**src/rtl/bram_dma.sv**
```systemverilog
// bram_dma: block-RAM copy/fill engine driving the initiator side of the on-chip RAM port.
// Latency: copy of N words takes 2N memory cycles (read then write per word), fill takes N, len=0 takes none;
//          done_o pulses for one cycle after the last write. Backpressure: none, the RAM is owned while busy_o is high.
//
// Build option: define BRAM_DMA_FILL_EN to compile in fill mode. When undefined every command
// is a copy, fill_i/fill_data_i are ignored and no fill-constant register exists.
//
// Ports:
//   clk, reset_n_i             clock and synchronous active-low reset
//   start_i                    command strobe, only looked at in IDLE
//   src_addr_i, dst_addr_i     start word addresses (copy source / destination)
//   len_i                      word count 0..2^ADDR_W
//   fill_i, fill_data_i        fill-mode select and fill constant
//   busy_o, done_o             engine busy / one-cycle completion pulse
//   mem_sel_o, mem_wr_en_o,
//   mem_wr_mask_o,
//   mem_address_o, mem_data_o  RAM request signals
//   mem_data_i                 RAM read data, valid the cycle after the read edge
module bram_dma #(
    parameter int ADDR_W = 10,
    parameter int DATA_W = 32
) (
    input  logic                clk,
    input  logic                reset_n_i,
    input  logic                start_i,
    input  logic [ADDR_W-1:0]   src_addr_i,
    input  logic [ADDR_W-1:0]   dst_addr_i,
    input  logic [ADDR_W:0]     len_i,
    input  logic                fill_i,
    input  logic [DATA_W-1:0]   fill_data_i,
    output logic                busy_o,
    output logic                done_o,
    output logic                mem_sel_o,
    output logic                mem_wr_en_o,
    output logic [DATA_W/8-1:0] mem_wr_mask_o,
    output logic [ADDR_W-1:0]   mem_address_o,
    output logic [DATA_W-1:0]   mem_data_o,
    input  logic [DATA_W-1:0]   mem_data_i
);

    typedef enum logic [1:0] {
        S_IDLE  = 2'd0,
        S_READ  = 2'd1,
        S_WRITE = 2'd2,
        S_DONE  = 2'd3
    } state_t;

    localparam logic [ADDR_W:0] IDX_ONE = {{ADDR_W{1'b0}}, 1'b1};

    state_t                r_state;
    state_t                w_state_nxt;

    // Latched command; inputs may change freely once accepted.
    logic [ADDR_W-1:0]     r_src;
    logic [ADDR_W-1:0]     r_dst;
    logic [ADDR_W:0]       r_len;
    // One bit wider than an address so a full-memory run (len = 2^ADDR_W) can terminate.
    logic [ADDR_W:0]       r_idx;

    logic [ADDR_W:0]       w_idx_nxt;
    logic                  w_last;
    logic                  w_accept;
    logic                  w_start_fill;
    logic                  w_fill_mode;
    logic [DATA_W-1:0]     w_fill_data;
    logic [ADDR_W-1:0]     w_src_addr;
    logic [ADDR_W-1:0]     w_dst_addr;

    assign w_accept  = (r_state == S_IDLE) && start_i;
    assign w_idx_nxt = r_idx + IDX_ONE;
    assign w_last    = (w_idx_nxt == r_len);

    // Addresses wrap modulo 2^ADDR_W by truncation.
    assign w_src_addr = r_src + r_idx[ADDR_W-1:0];
    assign w_dst_addr = r_dst + r_idx[ADDR_W-1:0];

`ifdef BRAM_DMA_FILL_EN
    logic                  r_fill;
    logic [DATA_W-1:0]     r_fill_data;

    always_ff @(posedge clk) begin
        if (!reset_n_i) begin
            r_fill      <= 1'b0;
            r_fill_data <= '0;
        end else if (w_accept) begin
            r_fill      <= fill_i;
            r_fill_data <= fill_data_i;
        end
    end

    assign w_start_fill = fill_i;
    assign w_fill_mode  = r_fill;
    assign w_fill_data  = r_fill_data;
`else
    // Fill inputs have no function in this build; fold them into a sink.
    logic                  w_unused_fill;
    assign w_unused_fill = fill_i ^ (^fill_data_i);

    assign w_start_fill = 1'b0;
    assign w_fill_mode  = 1'b0;
    assign w_fill_data  = '0;
`endif

    // Command latch and word index.
    always_ff @(posedge clk) begin
        if (!reset_n_i) begin
            r_src <= '0;
            r_dst <= '0;
            r_len <= '0;
            r_idx <= '0;
        end else if (w_accept) begin
            r_src <= src_addr_i;
            r_dst <= dst_addr_i;
            r_len <= len_i;
            r_idx <= '0;
        end else if ((r_state == S_WRITE) && !w_last) begin
            r_idx <= w_idx_nxt;
        end
    end

    // State register.
    always_ff @(posedge clk) begin
        if (!reset_n_i) begin
            r_state <= S_IDLE;
        end else begin
            r_state <= w_state_nxt;
        end
    end

    // Next state and output decode. Everything except copy-mode write data
    // is a function of registered state, index and latched command.
    always_comb begin
        w_state_nxt   = r_state;
        busy_o        = 1'b0;
        done_o        = 1'b0;
        mem_sel_o     = 1'b0;
        mem_wr_en_o   = 1'b0;
        mem_wr_mask_o = '0;
        mem_address_o = '0;
        mem_data_o    = '0;

        unique case (r_state)
            S_IDLE: begin
                if (start_i) begin
                    if (len_i == '0) begin
                        w_state_nxt = S_DONE;
                    end else if (w_start_fill) begin
                        w_state_nxt = S_WRITE;
                    end else begin
                        w_state_nxt = S_READ;
                    end
                end
            end

            S_READ: begin
                busy_o        = 1'b1;
                mem_sel_o     = 1'b1;
                mem_address_o = w_src_addr;
                w_state_nxt   = S_WRITE;
            end

            S_WRITE: begin
                busy_o        = 1'b1;
                mem_sel_o     = 1'b1;
                mem_wr_en_o   = 1'b1;
                mem_wr_mask_o = '1;
                mem_address_o = w_dst_addr;
                // Copy data is the word read in the previous cycle, passed straight through.
                mem_data_o    = w_fill_mode ? w_fill_data : mem_data_i;
                if (w_last) begin
                    w_state_nxt = S_DONE;
                end else if (w_fill_mode) begin
                    w_state_nxt = S_WRITE;
                end else begin
                    w_state_nxt = S_READ;
                end
            end

            S_DONE: begin
                done_o      = 1'b1;
                w_state_nxt = S_IDLE;
            end

            default: begin
                w_state_nxt = S_IDLE;
            end
        endcase
    end

endmodule

```
**config.mk**
```make
export PLATFORM = sky130hd
export DESIGN_NAME = bram_dma
export DESIGN_NICKNAME = d
export VERILOG_FILES = /design/src/rtl/bram_dma.sv
export SDC_FILE = /design/constraint.sdc
export NUM_CORES = 1
export LEC_CHECK = 0
export CAP_MARGIN = 20
export CORE_MARGIN = 2
export CORE_UTILIZATION = 41
export DETAILED_ROUTE_END_ITERATION = 6
export PLACE_DENSITY_LB_ADDON = 0.25
export SYNTH_ARGS = -nofsm -noshare
export SYNTH_HDL_FRONTEND = slang
export SYNTH_SLANG_ARGS = --single-unit
```
**constraint.sdc**
```tcl
create_clock -name clk -period 5.74 [get_ports clk]
set_clock_uncertainty 0.15 [all_clocks]
set_input_delay 1.722 -clock clk [delete_from_list [all_inputs] [get_ports clk]]
set_output_delay 1.722 -clock clk [all_outputs]
set_load 0.02 [all_outputs]
```
==> summary.md, run 1 <==
| Metric | Value |
|---|---|
| Status | `completed` |
| WHS Path Cells | `2` |
| Final worst-path cycle share | `0.9524` |
| Pleak | `about 1.7 nW` |
| Worst Hold End | `r_dst[5]$_SDFFE_PN0P_` |
| Initial DRC count | `136` |
| Peak Freq | `roughly 180 MHz` |
| Fin crit period | `approximately 5.5 ns` |
| Hold Crit Class | `flip-flop to flip-flop` |
| # fillers | `between 600 and 700` |
| CTS tree | `done` |
| Post-synth cell types | `50` |
| CTS clock-pin slew for the worst setup and hold paths | `about 0.08 ns` |
| Aggregate global-route resource usage | `0.1868` |
| Core Box Area | `a little over 7000 um^2` |
| Max-Cap Viols | `0` |
| Largest net degree at the start of global routing | `46` |
| Layout cells sized above 1 | `0.06438` |
| Syn Nets | `just under 500` |
| Chip Width | `between 80 and 90 um` |
| Worst-margin pin slew | `roughly 1.1 ns` |
| Final core utilization | `0.5982` |
| Synth area leaders | `dfxtp_1, nand2_1, and2_1, a21boi_0, ha_1` |
| Gp weighted congestion | `0.8667` |
| Reg area | `a little under 900 um^2` |
| Final Hold Fails | `0` |
| Power Density | `209.2 nW/um^2` |
| CTS HTree Levels | `2` |
| Synthesized area per cell | `approximately 8.1 um^2` |
| Vias in the first global route | `~2.5k` |
| Post-synth top flop | `dfxtp_1` |
| Critical path peak fanout | `4` |
| Die H | `89.26 um` |
| # IOs | `149` |
| Setup TNS | `0 ns` |
| Cell count after synthesis | `roughly 370` |
| N_diodes | `0` |
| Area occupied by multi-input gates | `a little under 2000 um^2` |
| Clock Sinks | `between 40 and 50` |
| Pre-antenna DRT Iters | `4` |
| Synth top area share | `0.2955` |
| Remaining Overflow, GRT | `0` |
| Layout area overhead | `43.24%` |
| Slew headroom | `0.2984` |
| Worst hold start | `r_dst[5]$_SDFFE_PN0P_` |
| WL/cell | `around 14 um` |
| Asr flop ratio synth | `0` |
| Vias | `around 2.8k` |
| Num rows | `31` |
| Most frequent cell after synthesis | `nand2_1` |
| FF-to-FF End | `r_idx[6]$_SDFFE_PP0P_` |
| First-pass GRT wire length | `about 12 mm` |
| Port bufs | `roughly 120` |
| RSZ-0062 raised after global routing | `false` |
| Peak supply drop | `~0.20 mV` |
| Overall power | `893.2 uW` |
| Mapped cell area | `around 3000 um^2` |
| Routed Wire Length | `7.645 mm` |
| Critical Setup Path Class | `flip-flop to output port` |
| Buffer depth of the longest clock path | `2` |
| Setup violators final | `0` |
| Drc violations | `0` |
| R2r setup slk | `about 2.8 ns` |
| Clock Latency Late Sink | `roughly 0.29 ns` |
| Starting density of the core | `0.4176` |
| FF+latch count, synth | `44` |
| Fin. max-slew vios | `0` |
| Root Driver | `clkbuf_8` |
| Endpoint type of the worst setup path | `output port` |
| Yosys top cell by area | `dfxtp_1` |
| Hold_buf cts | `0` |
| Antenna-violating nets left | `0` |
| Post-DP HPWL | `6.043 mm` |
| Type of origin of the critical path | `flip-flop` |
| Net total in the final layout | `just under 600` |
| Seq/Total Area, Yosys | `0.2955` |
| Post-synth EDFFs | `0` |
| Synth cell count leaders | `nand2_1, dfxtp_1, and2_1` |
| Synth Warn # | `0` |
| Arr. time, crit path | `around 3.6 ns` |
| Worst-case reg-to-reg path depth | `8` |
| Die ar. | `approximately 8000 um^2` |
| TritonCTS Buffers | `5` |
| Drt via density | `4.935` |
| WP data required | `between 3 and 4 ns` |
| Initial antenna violation count | `0` |
| Startpoint of the worst-slack reg-to-reg timing path | `r_idx[0]$_SDFFE_PP0P_` |
[where the power goes]
part	total (mW)	internal [mW]	switching, mW
clock	0.206	0.0985	0.107
combinational	0.340	0.169	0.171
sequential	0.348	0.330	0.0180
[final cells by class]
cell class / instances / share of cell area
clock buffer: 6 / 0.01934
clock inverter: 2 / 0.003224
inverter: 7 / 0.006155
multi-input combinational: 288 / 0.4563
sequential: 44 / 0.2063
tap: 99 / 0.02902
timing repair buffer: 119 / 0.2796
[kinds of logic (layout without fill, tap and decap cells)]
group / Yosys count / after routing / synth area share
compound gates: 68 / 68 / 0.1784
xor+xnor: 27 / 27 / 0.07935
flops: 44 / 44 / 0.2955
buf+inv: 34 / 134 / 0.05290
fa+ha+maj: 16 / 16 / 0.06969
mux: 14 / 14 / 0.05080
simple gates: 163 / 163 / 0.2733
[worst max-delay path by stage]
stage / from / end / slack, ns
3_5_place_dp: r_state[0]$_SDFFE_PN0P_ / mem_address_o[8] / 0.39
4_1_cts: r_state[0]$_SDFFE_PN0P_ / mem_address_o[8] / 0.05
6_report: r_state[0]$_SDFFE_PN0P_ / mem_address_o[6] / 0.27
2_1_floorplan: r_state[0]$_SDFFE_PN0P_ / mem_address_o[8] / 0.41
3_3_place_gp: r_state[0]$_SDFFE_PN0P_ / mem_address_o[8] / 0.42
5_1_grt: r_state[0]$_SDFFE_PN0P_ / mem_address_o[6] / 0.05
[per-layer routing]
| layer | global-route usage | part of all wire | vias to the layer above |
|---|---|---|---|
| met3 | 0.03693 | 0.094 | 4 |
| met4 | 0.04342 | 0.0072 | 0 |
| met1 | 0.2367 | 0.43 | 1256 |
| met5 | 0 | 0 | - |
| li1 | - | - | 1421 |
| met2 | 0.3273 | 0.47 | 107 |
[timing repair]
action | CTS | global route
resized for setup | 0 | 7
endpoints found under the setup margin | 0 | 3
setup buffers | 0 | 0
[worst max-delay path, stage by stage (launching register included)]
cell and delay [ns]:
dfxtp_1 0.35, inv_1 0.11, ha_1 0.24, mux2_2 0.37
ha_1 0.22, fa_1 0.41, a21o_1 0.19, a21oi_1 0.18
nor2b_1 0.09, o21a_1 0.19, nor2_1 0.11, xnor2_1 0.12
and2_1 0.13, clkdlybuf4s50_1 0.60
[flip-flops by register name, indices dropped and copies added, names as in the netlist]
name / cells
r_state: 2
r_src: 10
r_dst: 10
r_idx: 11
r_len: 11
[cells in the final DEF, fill, tap and decap left out, types with 2 or more instances in the layout]
| master | instances |
|---|---|
| dfxtp_1 | 44 |
| xnor2_1 | 18 |
| nor2_1 | 13 |
| nor4_1 | 2 |
| clkdlybuf4s50_1 | 113 |
| o21bai_1 | 2 |
| nor3_1 | 3 |
| nand4_1 | 3 |
| a311oi_1 | 3 |
| and2_1 | 43 |
| a21boi_0 | 31 |
| o21a_1 | 2 |
| nand2_1 | 75 |
| o211a_1 | 2 |
| or3_1 | 3 |
| mux2i_1 | 5 |
| o21ai_0 | 5 |
| a21oi_1 | 7 |
| xor2_1 | 9 |
| mux2_2 | 9 |
| a31o_1 | 2 |
| dlymetal6s2s_1 | 2 |
| buf_4 | 3 |
| nor2b_1 | 5 |
| nand3_1 | 3 |
| nand2b_1 | 5 |
| ha_1 | 15 |
| clkbuf_8 | 6 |
| inv_1 | 7 |
[through the flow]
step                      instances  hold WS, ns  setup WS (ns)  area, um^2
final                           565       0.3124         0.2731        4269
after global routing            565       0.3422        0.04851        4269
after CTS                       565       0.3163        0.05377        4250
after detailed placement        557       0.3046         0.3879        4154
after global placement          557       0.2984         0.4235        4154
after floorplan                 366       0.2900         0.4118        2980
Power figures use the tool's default switching activity.
==> run 2: changes to the inputs <==
- CAP_MARGIN: 20 -> default
==> results of run 2 <==
Same layout as run 1: the final DEF is identical, and so are final timing and power.
==> edit, RTL diff (flow settings as in run 2) <==
Change the parameter `ADDR_W` from 10 to 11.
--- a/src/rtl/bram_dma.sv
+++ b/src/rtl/bram_dma.sv
@@ -18,5 +18,5 @@
 //   mem_data_i                 RAM read data, valid the cycle after the read edge
 module bram_dma #(
-    parameter int ADDR_W = 10,
+    parameter int ADDR_W = 11,
     parameter int DATA_W = 32
 ) (
Ports: changed (resized dst_addr_i, len_i, mem_address_o and src_addr_i); port bits go from 149 to 153. The function was not compared with the original's and may differ.
==> edit against run 2 <==
Global-route usage shrank 0.44 points; setup slack got worse by 0.10 ns; routed wire length increased by 4.6%; worst hold slack gained 0.0031 ns; total power up 9.2%; non-clock buffer count up 4; cell area grew 6.5%; sequential cell count increased by 4; fmax is 1.9% lower; register-to-register slack got worse by 0.15 ns; synthesized area rose by 7.0%; die area rose by 6.6%; synthesized cell count rose by 7.9%; critical path type unchanged; highest routed layer unchanged.
==> edit: results (changes against run 2) <==
- Top flop regs: r_idx (12), r_len (12)
- Status: finished, final reports clean
- Via count: 3,015 (+8.1%)
- Arrival time at the worst endpoint: 3.70 ns (+0.11 ns)
- Port bufs: 119 (+3.5%)
- Synth Area in Compound Gates: 0.175 (-0.00299)
- Crit-path leading delay family: compound AO/OA/AOI/OAI gates
- Syn nets: 514 (+6.9%)
- WHS Path Cells: 2 (unchanged)
- Leading cell types by count after synthesis: 79 x nand2_1, 48 x dfxtp_1, 42 x and2_1
- Reg2reg end: r_idx[11]$_SDFFE_PP0P_
- Unique masters post-synth: 49 (-2.0%)
- Leak Pwr: 0.00176 µW (+5.0%)
- GRT Total Usage: 0.182 (-0.00438)
- Pre-CTS WS: 0.302 ns (-0.0859 ns)
- Dpl cells: 594 (+6.6%)
- Hold Path Class: flop to flop
- Vias in the first global route: 2,759 (+11%)
- Routed met3 length: 449 µm (-37%)
- CTS resizes: 2 (+2)
- Critical path endpoint: mem_address_o[7]
- Worst Hold Endpoint: r_dst[0]$_SDFFE_PN0P_
- Post-synthesis adder-cell area fraction: 0.0691 (-0.000616)
- First-pass GRT wire length: 12,800 µm (+10%)
- Layout cell share with drive strength beyond 1: 0.0640 (-0.000378)
- Met3 usage: 0.0370 (+0.0000417)
- Hold path start: r_dst[0]$_SDFFE_PN0P_
- Wirelength, routed: 8000 µm (+4.6%)
- Synth area leaders: dfxtp_1 30%, nand2_1 9.3%, and2_1 8.2%, a21boi_0 8.0%, ha_1 6.3%
- Max rail drop VDD: 0.120 mV (-40%)
- Reg2reg setup slack: 2.67 ns (-0.15 ns)
- Initial antenna violation count: 0 (unchanged)
- Xor/xnor share of the synthesized area: 0.0879 (+0.00857)
- Area leader, netlist: dfxtp_1
- Min Hold Slack: 0.316 ns (+0.00314 ns)
- Fmax: 0.180 GHz (-1.9%)
- Avg WL per Cell: 13.3 µm (-1.8%)
- Drt initial violations: 134 (-1.5%)
- RePlAce Congestion: 0.871 (+0.44%)
- Post-DP HPWL: 6180 µm (+2.3%)
- Slew @ Worst Pin: 1.22 ns (+0.163 ns)
- Post-synthesis cell count: 395 (+7.9%)
- Seq/Total Area, Yosys: 0.301 (+0.00586)
- Dpl cell area: 4420 µm² (+6.4%)
- Critical Path Fanout Max: 5 (+1)
## edit: changes by cell type in the layout (fill, tap and decap cells not counted), moves of 4 or more
| cell | delta |
|---|---|
| nor2_1 | +6 |
| xnor2_1 | +4 |
| a211oi_1 | +6 |
| dfxtp_1 | +4 |
| clkdlybuf4s50_1 | +4 |
| nand2_1 | +4 |
| nor3_1 | +6 |
## edit: worst min-delay path, cell delays in order, from the launching register on
cell      delay (ns)
dfxtp_1         0.31
nand2_1         0.04
a21boi_0        0.07
## edit: area by class of cell
| class | instances | area (µm²) |
|---|---|---|
| fillers | 705 | 3100 |
| multi-input cells | 315 | 2100 |
| repair buffers | 123 | 1230 |
| flip-flops and latches | 48 | 961 |
| well taps | 102 | 128 |
| clock buffers | 6 | 72.6 |
| clock inverters | 2 | 35.0 |
| inverters | 6 | 22.5 |
## edit: power breakdown
group / leakage [µW] / switching, µW / internal (µW)
sequential: 0.000392 / 18.3 / 359
clock: 0.0000552 / 114 / 129
combinational: 0.00131 / 180 / 174
total: 0.00176 / 312 / 663
